--- src/rtl/paddle_centroid.sv ---
// rtl/paddle_centroid.sv - per-frame two-colour pixel accumulator with serial centroid divider
module paddle_centroid #(
    parameter int WIDTH     = 640,
    parameter int HEIGHT    = 480,
    parameter int COORD_W   = 10,
    parameter int CNT_W     = 19,
    parameter int SUM_W     = 28,
    parameter int MIN_COUNT = 64
) (
    input  logic               clk,
    input  logic               reset_n,
    input  logic               frame_start,
    input  logic               in_valid,
    input  logic [1:0]         colorEncoding,
    output logic               c1_found,
    output logic [COORD_W-1:0] c1_x,
    output logic [COORD_W-1:0] c1_y,
    output logic [CNT_W-1:0]   c1_count,
    output logic               c2_found,
    output logic [COORD_W-1:0] c2_x,
    output logic [COORD_W-1:0] c2_y,
    output logic [CNT_W-1:0]   c2_count,
    output logic               result_valid,
    output logic               busy,
    output logic               frame_overrun
);
    localparam int BW = $clog2(SUM_W);
    localparam logic [COORD_W-1:0] COL_MAX = COORD_W'(WIDTH - 1);
    localparam logic [COORD_W-1:0] ROW_MAX = COORD_W'(HEIGHT - 1);
    localparam logic [CNT_W-1:0]   MIN_C   = CNT_W'(MIN_COUNT);

    typedef enum logic [1:0] {S_IDLE, S_LOAD, S_DIV, S_DONE} state_t;
    state_t state, state_nxt;

    logic [COORD_W-1:0] col, row, eff_col, eff_row;
    logic               last_pix;
    logic [1:0]         hit;
    logic [CNT_W-1:0]   cnt [2];
    logic [CNT_W-1:0]   cnt_nxt [2];
    logic [CNT_W-1:0]   snap_cnt [2];
    logic [SUM_W-1:0]   sx [2];
    logic [SUM_W-1:0]   sy [2];
    logic [SUM_W-1:0]   sx_nxt [2];
    logic [SUM_W-1:0]   sy_nxt [2];
    logic [SUM_W-1:0]   snap_sx [2];
    logic [SUM_W-1:0]   snap_sy [2];
    logic [COORD_W-1:0] quo [4];

    logic [SUM_W-1:0]   dvd;
    logic [CNT_W-1:0]   dvs, rem;
    logic [CNT_W:0]     trial;
    logic               qbit, last_bit;
    logic [BW-1:0]      bit_cnt;
    logic [1:0]         div_sel;
    logic               found1, found2;

    // frame_start forces the coincident pixel to (0,0) and drops the old partial frame
    always_comb begin
        eff_col  = frame_start ? '0 : col;
        eff_row  = frame_start ? '0 : row;
        last_pix = in_valid && (eff_col == COL_MAX) && (eff_row == ROW_MAX);
        hit      = {in_valid & colorEncoding[0], in_valid & colorEncoding[1]};
        for (int k = 0; k < 2; k++) begin
            cnt_nxt[k] = (frame_start ? '0 : cnt[k]) + CNT_W'(hit[k]);
            sx_nxt[k]  = (frame_start ? '0 : sx[k]) + (hit[k] ? SUM_W'(eff_col) : '0);
            sy_nxt[k]  = (frame_start ? '0 : sy[k]) + (hit[k] ? SUM_W'(eff_row) : '0);
        end
    end

    always_comb begin
        trial    = {rem, dvd[SUM_W-1]};
        qbit     = (trial >= {1'b0, dvs});
        last_bit = (bit_cnt == BW'(SUM_W - 1));
        found1   = (snap_cnt[0] >= MIN_C) && (snap_cnt[0] != '0);
        found2   = (snap_cnt[1] >= MIN_C) && (snap_cnt[1] != '0);
        busy     = (state != S_IDLE);
    end

    always_comb begin
        state_nxt = state;
        case (state)
            S_IDLE:  if (last_pix) state_nxt = S_LOAD;
            S_LOAD:  state_nxt = S_DIV;
            S_DIV:   if (last_bit) state_nxt = (div_sel == 2'd3) ? S_DONE : S_LOAD;
            S_DONE:  state_nxt = S_IDLE;
            default: state_nxt = S_IDLE;
        endcase
    end

    always_ff @(posedge clk or negedge reset_n) begin
        if (!reset_n) state <= S_IDLE;
        else          state <= state_nxt;
    end

    always_ff @(posedge clk or negedge reset_n) begin
        if (!reset_n) begin
            col <= '0;
            row <= '0;
            for (int k = 0; k < 2; k++) begin
                cnt[k] <= '0;  sx[k] <= '0;  sy[k] <= '0;
                snap_cnt[k] <= '0;  snap_sx[k] <= '0;  snap_sy[k] <= '0;
            end
            for (int j = 0; j < 4; j++) quo[j] <= '0;
            dvd <= '0;  dvs <= '0;  rem <= '0;  bit_cnt <= '0;  div_sel <= '0;
            c1_found <= 1'b0;  c1_x <= '0;  c1_y <= '0;  c1_count <= '0;
            c2_found <= 1'b0;  c2_x <= '0;  c2_y <= '0;  c2_count <= '0;
            result_valid  <= 1'b0;
            frame_overrun <= 1'b0;
        end else begin
            result_valid  <= 1'b0;
            frame_overrun <= last_pix && (state != S_IDLE);

            if (in_valid) begin
                if (eff_col == COL_MAX) begin
                    col <= '0;
                    row <= (eff_row == ROW_MAX) ? '0 : eff_row + 1'b1;
                end else begin
                    col <= eff_col + 1'b1;
                    row <= eff_row;
                end
            end else if (frame_start) begin
                col <= '0;
                row <= '0;
            end

            for (int k = 0; k < 2; k++) begin
                cnt[k] <= last_pix ? '0 : cnt_nxt[k];
                sx[k]  <= last_pix ? '0 : sx_nxt[k];
                sy[k]  <= last_pix ? '0 : sy_nxt[k];
                if (last_pix && (state == S_IDLE)) begin
                    snap_cnt[k] <= cnt_nxt[k];
                    snap_sx[k]  <= sx_nxt[k];
                    snap_sy[k]  <= sy_nxt[k];
                end
            end

            case (state)
                S_IDLE: if (last_pix) div_sel <= 2'd0;
                S_LOAD: begin
                    case (div_sel)
                        2'd0:    dvd <= snap_sx[0];
                        2'd1:    dvd <= snap_sy[0];
                        2'd2:    dvd <= snap_sx[1];
                        default: dvd <= snap_sy[1];
                    endcase
                    dvs     <= snap_cnt[div_sel[1]];
                    rem     <= '0;
                    bit_cnt <= '0;
                end
                S_DIV: begin
                    // restoring step; the dividend register fills with quotient bits from the LSB
                    rem     <= qbit ? CNT_W'(trial - {1'b0, dvs}) : trial[CNT_W-1:0];
                    dvd     <= {dvd[SUM_W-2:0], qbit};
                    bit_cnt <= bit_cnt + 1'b1;
                    if (last_bit) begin
                        quo[div_sel] <= {dvd[COORD_W-2:0], qbit};
                        if (div_sel != 2'd3) div_sel <= div_sel + 1'b1;
                    end
                end
                S_DONE: begin
                    c1_found <= found1;
                    c1_x     <= found1 ? quo[0] : '0;
                    c1_y     <= found1 ? quo[1] : '0;
                    c1_count <= snap_cnt[0];
                    c2_found <= found2;
                    c2_x     <= found2 ? quo[2] : '0;
                    c2_y     <= found2 ? quo[3] : '0;
                    c2_count <= snap_cnt[1];
                    result_valid <= 1'b1;
                end
                default: ;
            endcase
        end
    end
endmodule

--- config.mk ---
export PLATFORM = sky130hd
export DESIGN_NAME = paddle_centroid
export DESIGN_NICKNAME = d
export VERILOG_FILES = /design/src/rtl/paddle_centroid.sv
export SDC_FILE = /design/constraint.sdc
export NUM_CORES = 1
export LEC_CHECK = 0
export BUFFER_PORTS_ARGS = -buffer_cell sky130_fd_sc_hd__buf_2
export CAP_MARGIN = 5
export CORE_ASPECT_RATIO = 0.9
export CORE_MARGIN = 4
export CORE_UTILIZATION = 30
export DETAILED_ROUTE_END_ITERATION = 8
export GPL_ROUTABILITY_DRIVEN = 0
export PLACE_DENSITY = 0.54
export SLEW_MARGIN = 20
export SYNTH_ARGS = -nofsm -noshare
export SYNTH_HDL_FRONTEND = slang
export SYNTH_SLANG_ARGS = --single-unit
export TNS_END_PERCENT = 5
--- constraint.sdc ---
create_clock -name clk -period 2.6 [get_ports clk]
set_input_delay 0.26 -clock clk [delete_from_list [all_inputs] [get_ports clk]]
set_output_delay 0.26 -clock clk [all_outputs]
set_load 0.01 [all_outputs]
# [Word level (Yosys, flattened, before mapping)]
# Index checks and enable logic that the tools add are counted.
[totals] register_bits=517 input_bits=6 output_inout_bits=83
[classes] add_sub_neg=11 magnitude_cmp=6 eq_ne=13 muxes=47 bitwise=4 n_reduce_logical=17
[ops] op="2-to-1 mux 28 bit" count=8
[ops] op="2-to-1 mux 10 bit" count=16
[ops] op="2-to-1 mux 19 bit" count=8
[ops] op="adder 28 x 10 -> 28 bit" count=4
[ops] op="one-hot mux 28 bit (3 select lines)" count=1
[ops] op="one-hot mux 28 bit (2 select lines)" count=1
[ops] op="bitwise mux 40 bit" count=1
[ops] op="adder 19 x 1 -> 19 bit" count=2
[ops] op="greater-or-equal comparator 19 x 7 -> 1 bit, second input constant" count=2
[ops] op="one-hot mux 19 bit (2 select lines)" count=1
[ops] op="nonzero test 19 bit" count=2
[ops] op="adder 10 x 1 -> 10 bit, second input constant" count=2
[ops] op="demux 10 bit (select 2 bit)" count=1
[ops] op="greater-or-equal comparator 20 x 19 -> 1 bit" count=1
[ops] op="subtractor 19 bit" count=1
[ops] op="2-to-1 mux 2 bit" count=6
[ops] op="equality test 10 bit, second input constant" count=1
[ops] op="equality test 10 x 9 -> 1 bit, second input constant" count=1
[ops] op="one-hot mux 5 bit (2 select lines)" count=1
[ops] op="equality test 2 bit, second input constant" count=4
[ops] op="!= test 2 bit, second input constant" count=4
[ops] op="one-hot mux 2 bit (4 select lines)" count=1
[ops] op="logical AND 1 bit" count=7
[ops] op="nonzero test 2 bit" count=3
[ops] op="other kinds (15)" count=19

# [Logic depth before layout (Yosys ltp)]
# Gate-level depths: netlist (run 1).
[logic_depth] ltp_word=6 depth_mapped=16

# [Worst setup path before layout (run 1)]
# No wires, ideal clock.
[synth_path] kind="input port to flip-flop" startpoint="in frame_start" endpoint="reg snap_sx[18] in the netlist's numbering" setup_time_ps=95 t_arrival_ps=3516 required_ps=2505 path_slack_ps=-1012 path_stages=14 path_buffers=5 path_cell_list="buf_2 clkbuf_1 clkbuf_1 clkbuf_1 clkbuf_1 nor2b_1 ha_1 fa_1 a211oi_1 o211ai_1 a31oi_1 nor3_1 xnor2_1 o31ai_1"
[synth_between] elab_chain_len=5
[synth_rtl] element="from (decl)" line_no="12" text="input logic frame_start,"
[synth_rtl] element="branches (longest 5 deep; another with adder 28 x 10 -> 28 bit)"
[synth_rtl] element="to (signal, indexed assignment)" line_no="132" text="snap_sx[k] <= sx_nxt[k];"
[synth_rtl] element="to (decl)" line_no="45" text="logic [SUM_W-1:0] snap_sx [2];"
# Several ways; the timed one is not identified.
# A chain may end at the register's enable or synchronous reset.

# [Worst setup path after layout (run 1)]
[layout_path] startpoint="reg col[0]" endpoint="reg snap_sx[18] in the netlist's numbering"
[layout_between] elab_chain_len=5
[layout_rtl] element="from (decl)" line_no="35" text="logic [COORD_W-1:0] col, row, eff_col, eff_row;"
[layout_rtl] element="from (signal assigned)" line_no="118" text="col <= eff_col + 1'b1;"
[layout_rtl] element="2-to-1 mux 10 bit (*)"
[layout_rtl] element="branches (longest 4 deep; another with adder 28 x 10 -> 28 bit)"
# Every way passes the cells marked *.

==> qor.yml, run 1 <==
outcome:
  status: "completed"
sta:
  max_freq_mhz: 400
  hold_viol: 0
  worstMarginPinSlew_ns: 0.688
  setup_violations: 0
  period_share_pct: 96.2
  slew_violations: 0
  grt_setup_unrepaired: "true"
  slew_headroom_pct: 53.9
  period_minus_slack_ns: 2.50
  tns_ns: 0
  clock-skew-final_ns: 0.0374
finish:
  syn_to_final_growth_pct: 24.3
  final_net_count: 2917
  final_cells: 4010
  drive_gt1_share_pct: 21.8
  antennaDiodeCount: 0
synthesis:
  synth.top_cell.area_share_pct: 50.9
  syn_area_mm2: 0.0254
  synth.distinct_cells: 84
  synth_top_family_by_area: "simple AND/OR/NAND/NOR gates"
  synth-simple-area-share_pct: 18.0
  syn_nets: 2631
  synthAdderAreaFrac_pct: 3.93
  synth.area.top_cells: "dfrtp_1 51%, nand2_1 4.2%, nor2_1 4.0%, ha_1 3.5%, o21ai_0 3.4%"
  yosys_warnings: 0
  async_flop_share_pct: 100
  ys_seq_area_share_pct: 50.9
  synthMuxAreaShare_pct: 4.58
  synth_edf_count: 0
  yosys.area.top_type: "dfrtp_1"
  yosys.area_share.xor_xnor_pct: 5.30
  synthCells: 2548
  synthFlopType: "dfrtp_1"
  synth-compound-area-share_pct: 14.1
  synth_area_per_cell_um2: 9.98
  ys_seq_elements: 517
global_route:
  grt_max_degree: 77
  antenna_found_initial: 1
  grt_pass1_vias: 19439
  grt_util_all_layers_pct: 15.9
  grt_pass1_wl_um: 114000
  grt_overflow: 0
clock_network:
  clkLatencyLatePin_ns: 0.63
  cts.reportedPaths.clkPinSlew_ns: 0.06
  cts.sinks: 517
  cts_made_buffers: 55
  htreeDepth: 2
  cts_buffer_depth: 3
  cts_root_buffer: "clkbuf_16"
  cts_tree: "yes"
critical_path:
  timing.critical_path.fanout_max: 9
  crit_path_start_kind: "flop"
  arrival_ns: 3.03
  path_class: "reg2reg"
  cp.required_ns: 3.13
  worst-r2r-setup-slack_ns: 0.1
  cp-end-kind: "flop"
routing:
  drt_iter0_markers: 1434
  routedWlPerCell_um: 17.9
  vias: 19643
  drt-pass1-iter-count: 7
  finalWirelength_um: 71600
  post_drt_via_cell_ratio: 4.90
  drc: 0
  drtAntennaViolNets: 0
placement:
  dp_hpwl_um: 51400
  port_buffers: 88
  placed_cells: 3899
floorplan:
  die_h_um: 284
  ios: 89
  start_util_pct: 30.2
  dieArea_mm2: 0.0895
  chipWidth_um: 315
  rows: 101
  fp.coreArea_mm2: 0.0843
pwr:
  ir_drop_uv: 501
  clkPwrFrac_pct: 51.1
  pwr_density_cell_mw_per_mm2: 546
  p_sw_share_pct: 21.5
  seqPwrFrac_pct: 46.7
  p_leak_nw: 15.1
  p_int_w: 0.0136
  p_switching_w: 0.00371
  pwr-share-comb_pct: 2.2
flow_run:
  cap_violations: 0
worst_hold_path:
  hold_path.class: "in2reg"
synth_stat cells, types with 44 or more instances:
cell / instances
a21oi_1: 79
dfrtp_1: 517
ha_1: 72
nand2b_1: 61
o21ai_0: 171
nor2b_1: 86
clkbuf_1: 102
o211ai_1: 44
nor2_1: 273
nand2_1: 288
inv_1: 62
xor2_1: 80
xnor2_1: 74
mux2_2: 74
nand3_1: 54
timing repair:
item | CTS | global route
pin swaps | 1 | 26
setup endpoints to repair | 8 | 134
buffers inserted | 0 | 8
gates resized for setup | 3 | 41
hold buffers | 2 | 0
gates cloned | 0 | 1
hold endpoints to repair | 58 | 0
critical path, cell delays in order (launching register included):
cell and delay (ns):
dfrtp_1 0.41, nand2b_4 0.10, nor2_1 0.05, ha_2 0.21, fa_2 0.38, a211oi_2 0.26
o211ai_1 0.19, a31oi_4 0.24, buf_12 0.17, nor3_2 0.06, xnor2_1 0.14, o31ai_1 0.23
registers in the layout (all words and copies together), names as in the netlist, 19 cells and up:
| name | cells |
|---|---|
| dvs | 19 |
| snap_sy | 56 |
| cnt | 38 |
| snap_cnt | 38 |
| sx | 56 |
| dvd | 28 |
| snap_sx | 56 |
| c2_count | 19 |
| rem | 19 |
| quo | 40 |
| sy | 56 |
| c1_count | 19 |
layout make-up:
type / instances / area [um^2]
fillers: 8419 / 52700
flip-flops and latches: 517 / 12900
repair buffers: 366 / 2900
inverters: 64 / 240
clock buffers: 71 / 1550
clock inverters: 29 / 495
well taps: 1133 / 1420
multi-input cells: 1830 / 12100
path summary, 6_finish.rpt:
kind	startpoint	end	cells after the start
worst min register to register	c2_found	c2_found	1
worst min-delay path	frame_start	col[3]	3
worst max-delay path	col[0]	snap_sx[18]	11
worst max register to register	col[0]	snap_sx[18]	11
max in group asynchronous	reset_n	sy[21]	3
min in group asynchronous	reset_n	rem[17]	2
power by group through the flow:
stage,Combinational [W],Clock (W),Sequential (W)
floorplan,0.000112,0,0.00821
global placement,0.000396,0,0.00821
detailed placement,0.000397,0,0.00821
CTS,0.000400,0.00906,0.00806
global route,0.000440,0.00939,0.00806
finish,0.000385,0.00883,0.00807
cells by family after synthesis:
kind of cell	Yosys count
compound gates	547
fa+ha+maj	77
mux	103
buf+inv	202
flops	517
simple gates	948
xor+xnor	154
metal layers:
| layer | global-route usage, % | vias up | wire [um] |
|---|---|---|---|
| met5 | 0 | - | 0 |
| met4 | 4.13 | 0 | 1680 |
| met3 | 2.00 | 103 | 3180 |
| met2 | 23.2 | 393 | 30200 |
| met1 | 24.7 | 9587 | 36600 |
| li1 | - | 9560 | - |
per-stage QoR:
| stage | setup slack [ns] | hold WS (ns) | instance area, um^2 | utilization [%] | power [W] |
|---|---|---|---|---|---|
| after floorplan | -0.180 | -0.0356 | 25700 | - | 0.00833 |
| after global placement | -0.237 | 0.307 | 29300 | 34.8 | 0.00861 |
| after detailed placement | -0.313 | 0.306 | 29300 | 34.8 | 0.00861 |
| after CTS | -0.00220 | 0.0681 | 31400 | 37.3 | 0.0175 |
| after global routing | -0.0392 | 0.114 | 31600 | 37.5 | 0.0179 |
| final | 0.0986 | 0.0999 | 31600 | 37.5 | 0.0173 |
cell usage in the layout (no fill, tap or decap), types with 43 or more instances in the layout:
| cell type | n |
|---|---|
| xor2_1 | 79 |
| nand3_1 | 54 |
| nor2_1 | 269 |
| clkbuf_16 | 56 |
| o211ai_1 | 44 |
| a21oi_1 | 74 |
| ha_1 | 63 |
| nor2b_1 | 85 |
| xnor2_1 | 72 |
| nand4_1 | 43 |
| nand2_1 | 287 |
| inv_1 | 60 |
| nand2b_1 | 57 |
| mux2_2 | 74 |
| buf_4 | 246 |
| dfrtp_1 | 517 |
| buf_2 | 86 |
| o21ai_0 | 150 |
Note: power is estimated with default switching activity, not from simulation.
==> run 2, diff against run 1 <==
- BUFFER_PORTS_ARGS: -buffer_cell sky130_fd_sc_hd__buf_2 -> not set
- DONT_BUFFER_PORTS: not set -> 1
- PLACE_DENSITY: 0.54 -> 0.53
==> run 2 against run 1 <==
The flow now finishes with violations (negative hold slack, max-slew violations); sequential power hardly changed; core utilization is 1.7 points lower; die area unchanged; clock skew is 0.023 ns lower; largest cell class unchanged.
==> qor.yml, run 2 (synthesized netlist as in run 1, its figures left out) <==
floorplan:
  chipWidth_um: 315
  fp.coreArea_mm2: 0.0843
  die_h_um: 284
  start_util_pct: 30.2
  dieArea_mm2: 0.0895
  rows: 101
  ios: 89
sta:
  period_minus_slack_ns: 2.55
  slew_violations: 368
  hold_viol: 517
  max_freq_mhz: 392
  tns_ns: 0
  period_share_pct: 98.1
  timing.final.ws_setup_ns: 0.0483
  slew_headroom_pct: -73.8
  worstMarginPinSlew_ns: 2.61
  grt_setup_unrepaired: "true"
  clock-skew-final_ns: 0.0146
  setup_violations: 0
  holdWs_ns: -0.643
clock_network:
  cts_buffer_depth: 3
  cts.reportedPaths.clkPinSlew_ns: 0.06
  clkLatencyLatePin_ns: 0.62
  cts.sinks: 517
  cts_made_buffers: 58
  cts_root_buffer: "clkbuf_16"
  cts_tree: "yes"
  htreeDepth: 2
global_route:
  grt_max_degree: 518
  grt_pass1_wl_um: 112000
  grt_overflow: 0
  antenna_found_initial: 0
  grt_util_all_layers_pct: 15.6
  grt_pass1_vias: 19100
routing:
  drtAntennaViolNets: 0
  vias: 19390
  finalWirelength_um: 72300
  routedWlPerCell_um: 19.0
  drt-pass1-iter-count: 5
  drc: 0
  post_drt_via_cell_ratio: 5.10
  drt_iter0_markers: 1768
placement:
  port_buffers: 0
  placedInstanceArea_mm2: 0.0276
  dp_hpwl_um: 48500
  place_ws_ns: -0.139
critical_path:
  r2r_cells: 8
  critPathTopFamily: "compound AO/OA/AOI/OAI gates"
  crit_chain: "ha_1 -> nand3_1 -> buf_4 -> or3_1 -> a211o_1 -> a31oi_1 -> o221ai_1 -> o221ai_1"
  cp.required_ns: 3.13
  arrival_ns: 3.08
  worst-r2r-setup-slack_ns: 0.05
  crit_slowest_cell: "ha_1"
  crit_buf_inv: 1
  worst_path_most_repeated_cell: "o221ai_1"
  crit_path_start_kind: "flop"
  critical_path.max_stage_delay_ns: 0.46
  path_depth: 8
  path_class: "reg2reg"
  cp-end-kind: "flop"
  timing.critical_path.fanout_max: 7
finish:
  drive_gt1_share_pct: 15.7
  layout_commonest_cell: "dfrtp_1"
  final-seq-area_mm2: 0.0129
  final_net_count: 2704
  postLayoutCellArea_mm2: 0.0302
  syn_to_final_growth_pct: 18.5
  multiInputGateArea_mm2: 0.0122
  mostFrequentLayoutCells: "515 x dfrtp_1, 287 x nand2_1, 265 x nor2_1, 153 x o21ai_0, 119 x buf_4"
  fillerInstances: 8376
  utilization_pct: 35.8
worst_hold_path:
  hold_path.class: "in2async"
outcome:
  violations: "negative hold slack, max-slew violations"
  status: "complete, but fails checks"
pwr:
  pwr_density_cell_mw_per_mm2: 551
  ir_drop_uv: 548
  p_leak_nw: 13.9
flow_run:
  cap_violations: 0
run 2: cell types whose count changed in the layout (fill, tap and decap cells not counted), moves of 5 or more:
cell	before	now
buf_12	27	10
buf_2	86	0
buf_4	246	119
bufinv_16	12	5
clkbuf_1	6	11
clkbuf_16	56	62
dlygate4sd3_1	2	11
run 2: final cells by class:
class | instances | share of cell area [%]
clock inverter | 28 | 1.01
antenna | 2 | 0.0166
inverter | 64 | 0.797
sequential | 517 | 42.9
tap | 1133 | 4.70
multi-input combinational | 1831 | 40.4
clock buffer | 80 | 5.49
timing repair buffer | 149 | 4.68
run 2: layer usage:
metal  vias up  part of all wire [%]  global-route usage (%)
met5         -                     0                       0
met4         0                   1.8                    3.82
met3        89                   6.0                    3.46
met2       424                    44                    23.1
met1      9745                    49                    23.2
li1       9132                     -                       -
run 2: per-stage QoR:
step	total power [W]	cells
2_1_floorplan	0.00833	2548
3_3_place_gp	0.00832	3664
3_5_place_dp	0.00832	3664
4_1_cts	0.0168	3784
5_1_grt	0.0172	3802
6_report	0.0166	3804
run 2: final timing paths:
check | to | startpoint
worst max-delay path | rem[15] | rem[9]
worst min-delay path | dvs[14] | reset_n
worst max register to register | rem[15] | rem[9]
worst min register to register | snap_sx[36] | snap_sx[36]
max in group asynchronous | snap_sx[2] | reset_n
min in group clk | sx[46] | frame_start
run 2: worst reg2reg max path, stage by stage (launching register included):
cell and delay [ns]:
dfrtp_1 0.42, ha_1 0.46, nand3_1 0.17, buf_4 0.17
or3_1 0.37, a211o_1 0.32, a31oi_1 0.19, o221ai_1 0.19
o221ai_1 0.19
run 2: report_power, final:
group / total (W) / internal [W] / switching [W] / leakage [nW]
combinational: 0.000158 / 0.0000674 / 0.0000905 / 5.72
sequential: 0.00807 / 0.00806 / 0.00000824 / 7.21
clock: 0.00839 / 0.00495 / 0.00344 / 0.961
total: 0.0166 / 0.0131 / 0.00354 / 13.9
run 2: repair_timing:
action,4_1_cts,5_1_grt
setup endpoints to repair,6,201
hold endpoints to repair,612,519
gates cloned,0,5
hold buffers,12,1
pin swaps,0,23
gates resized for setup,2,58
buffers inserted,0,12
==> run 3, diff against run 2 <==
- CELL_PAD_IN_SITES_DETAIL_PLACEMENT: not set -> 1
- CELL_PAD_IN_SITES_GLOBAL_PLACEMENT: not set -> 2
- CORE_UTILIZATION: 30 -> 38
- PLACE_DENSITY: 0.53 -> 0.84
==> run 3 against run 2 <==
The flow finishes with violations (negative hold slack); clock-buffer cell count is 5 lower; register-to-register slack worse by 0.02 ns; largest power group unchanged; routed wire length is 4.7% higher.
==> qor.yml, run 3 (synthesized netlist as in run 1, its figures left out) <==
clock_network:
  cts.reportedPaths.clkPinSlew_ns: 0.06
  cts.sinks: 517
  htreeDepth: 2
  cts_root_buffer: "clkbuf_16"
  cts_made_buffers: 56
  cts_tree: "yes"
  cts_buffer_depth: 3
  clkLatencyLatePin_ns: 0.63
finish:
  mostFrequentLayoutCells: "516 x dfrtp_1, 287 x nand2_1, 267 x nor2_1, 150 x o21ai_0, 145 x buf_4"
  antennaDiodeCount: 0
  final_net_count: 2716
  syn_to_final_growth_pct: 17.4
  drive_gt1_share_pct: 16.9
  final_cells: 3541
  postLayoutCellArea_mm2: 0.0299
  layout_commonest_cell: "dfrtp_1"
worst_hold_path:
  hold_path.class: "in2async"
sta:
  tns_ns: 0
  slew_headroom_pct: 11.2
  period_minus_slack_ns: 2.57
  grt_setup_unrepaired: "true"
  timing.final.ws_setup_ns: 0.0281
  slew_violations: 0
  clock-skew-final_ns: 0.0293
  holdWs_ns: -0.628
  hold_viol: 517
  period_share_pct: 98.9
  max_freq_mhz: 389
  worstMarginPinSlew_ns: 1.33
  setup_violations: 0
critical_path:
  critical_path.endpoint: "snap_sx[18]"
  cp.required_ns: 3.13
  r2r_cells: 11
  startpoint: "col[0]"
  cp-end-kind: "flop"
  crit_buf_inv: 1
  timing.critical_path.fanout_max: 9
  arrival_ns: 3.11
  crit_chain: "nand2b_4 -> nor2_1 -> ha_2 -> fa_2 -> a211oi_2 -> o211ai_1 -> a31oi_4 -> buf_12 -> nor3_2 -> xnor2_1 -> o31ai_1"
  crit_path_start_kind: "flop"
  timing.rr.start: "col[0]"
  path_depth: 11
  critical_path.max_stage_delay_ns: 0.40
  crit_slowest_cell: "dfrtp_1"
  r2r_end: "snap_sx[18]"
  path_class: "reg2reg"
  worst-r2r-setup-slack_ns: 0.03
  critPathTopFamily: "compound AO/OA/AOI/OAI gates"
pwr:
  p_sw_share_pct: 21.6
  seqPwrFrac_pct: 49.0
  p_switching_w: 0.00356
  clkPwrFrac_pct: 50.1
  pwr_density_cell_mw_per_mm2: 552
  pwr-share-comb_pct: 1.0
  ir_drop_uv: 507
  p_int_w: 0.0129
  p_leak_nw: 14.0
floorplan:
  die_h_um: 253
  fp.coreArea_mm2: 0.0659
  rows: 89
  dieArea_mm2: 0.0712
  chipWidth_um: 281
  start_util_pct: 38.6
  ios: 89
global_route:
  grt_pass1_wl_um: 119000
  grt_pass1_vias: 20716
  grt_max_degree: 518
  grt_util_all_layers_pct: 20.9
  grt_overflow: 0
  antenna_found_initial: 1
routing:
  drt-met1-wl_um: 35800
  drtAntennaViolNets: 0
  routedWlPerCell_um: 21.4
  drt_iter0_markers: 1334
  top_layer: "met4"
  wl_met3_um: 3890
  finalWirelength_um: 75700
  met2_length_um: 34600
  post_drt_via_cell_ratio: 5.56
  drt-pass1-iter-count: 7
  vias: 19684
  drc: 0
placement:
  dp_hpwl_um: 51900
  place_ws_ns: -0.173
  placedInstanceArea_mm2: 0.0274
  placed_cells: 3420
  port_buffers: 0
flow_run:
  cap_violations: 0
outcome:
  violations: "negative hold slack"
  status: "complete, but fails checks"
-- run 3: cell types whose count changed in the layout (fill, tap and decap cells not counted), sizes merged, moves of 3 or more --
| cell | previous run | this run |
|---|---|---|
| dlygate4sd3 | 11 | 4 |
| clkinv | 18 | 15 |
| buf | 134 | 160 |
| clkbuf | 83 | 76 |
-- run 3: worst min path at each step --
stage	startpoint	end	cells after the start
after floorplan	reset_n	bit_cnt[0]	0
after global placement	reset_n	dvs[15]	0
after detailed placement	reset_n	c1_count[15]	0
after CTS	reset_n	c1_x[9]	0
after global routing	reset_n	c1_count[15]	0
final	reset_n	c1_count[15]	0
-- run 3: routing by layer --
metal | global-route usage (%) | up-vias
met5 | 0 | -
li1 | - | 9139
met2 | 33.3 | 377
met3 | 3.72 | 90
met1 | 29.9 | 10078
met4 | 4.79 | 0
-- run 3: final cells by class --
cell class	count	area, um^2
Fill cell	7283	36100
Tap cell	864	1080
Clock buffer	75	1580
Timing Repair Buffer	165	1440
Inverter	64	240
Sequential cell	517	12900
Multi-Input combinational cell	1829	12300
Clock inverter	27	318
-- run 3: power by group through the flow --
stage                     logic, W  clock network [W]  registers, W
after CTS                 0.000152            0.00849       0.00807
after floorplan           0.000112                  0       0.00821
after global placement    0.000110                  0       0.00821
final                     0.000158            0.00825       0.00807
after detailed placement  0.000112                  0       0.00822
after global routing      0.000170            0.00885       0.00806
-- run 3: metrics by stage --
| stage | total power [W] | hold slack, ns | util, % |
|---|---|---|---|
| finish | 0.0165 | -0.628 | 45.3 |
| global route | 0.0171 | -0.684 | 45.3 |
| CTS | 0.0167 | -0.683 | 44.6 |
| detailed placement | 0.00833 | -0.0107 | 41.6 |
| global placement | 0.00832 | -0.00308 | 41.6 |
| floorplan | 0.00833 | -0.0356 | - |
-- run 3: repair_timing --
item,4_1_cts,5_1_grt
endpoints found under the setup margin,19,186
resized for setup,9,68
pin swaps,2,19
hold endpoints to repair,610,520
gates cloned,0,1
setup buffers,1,12
hold buffers,4,1
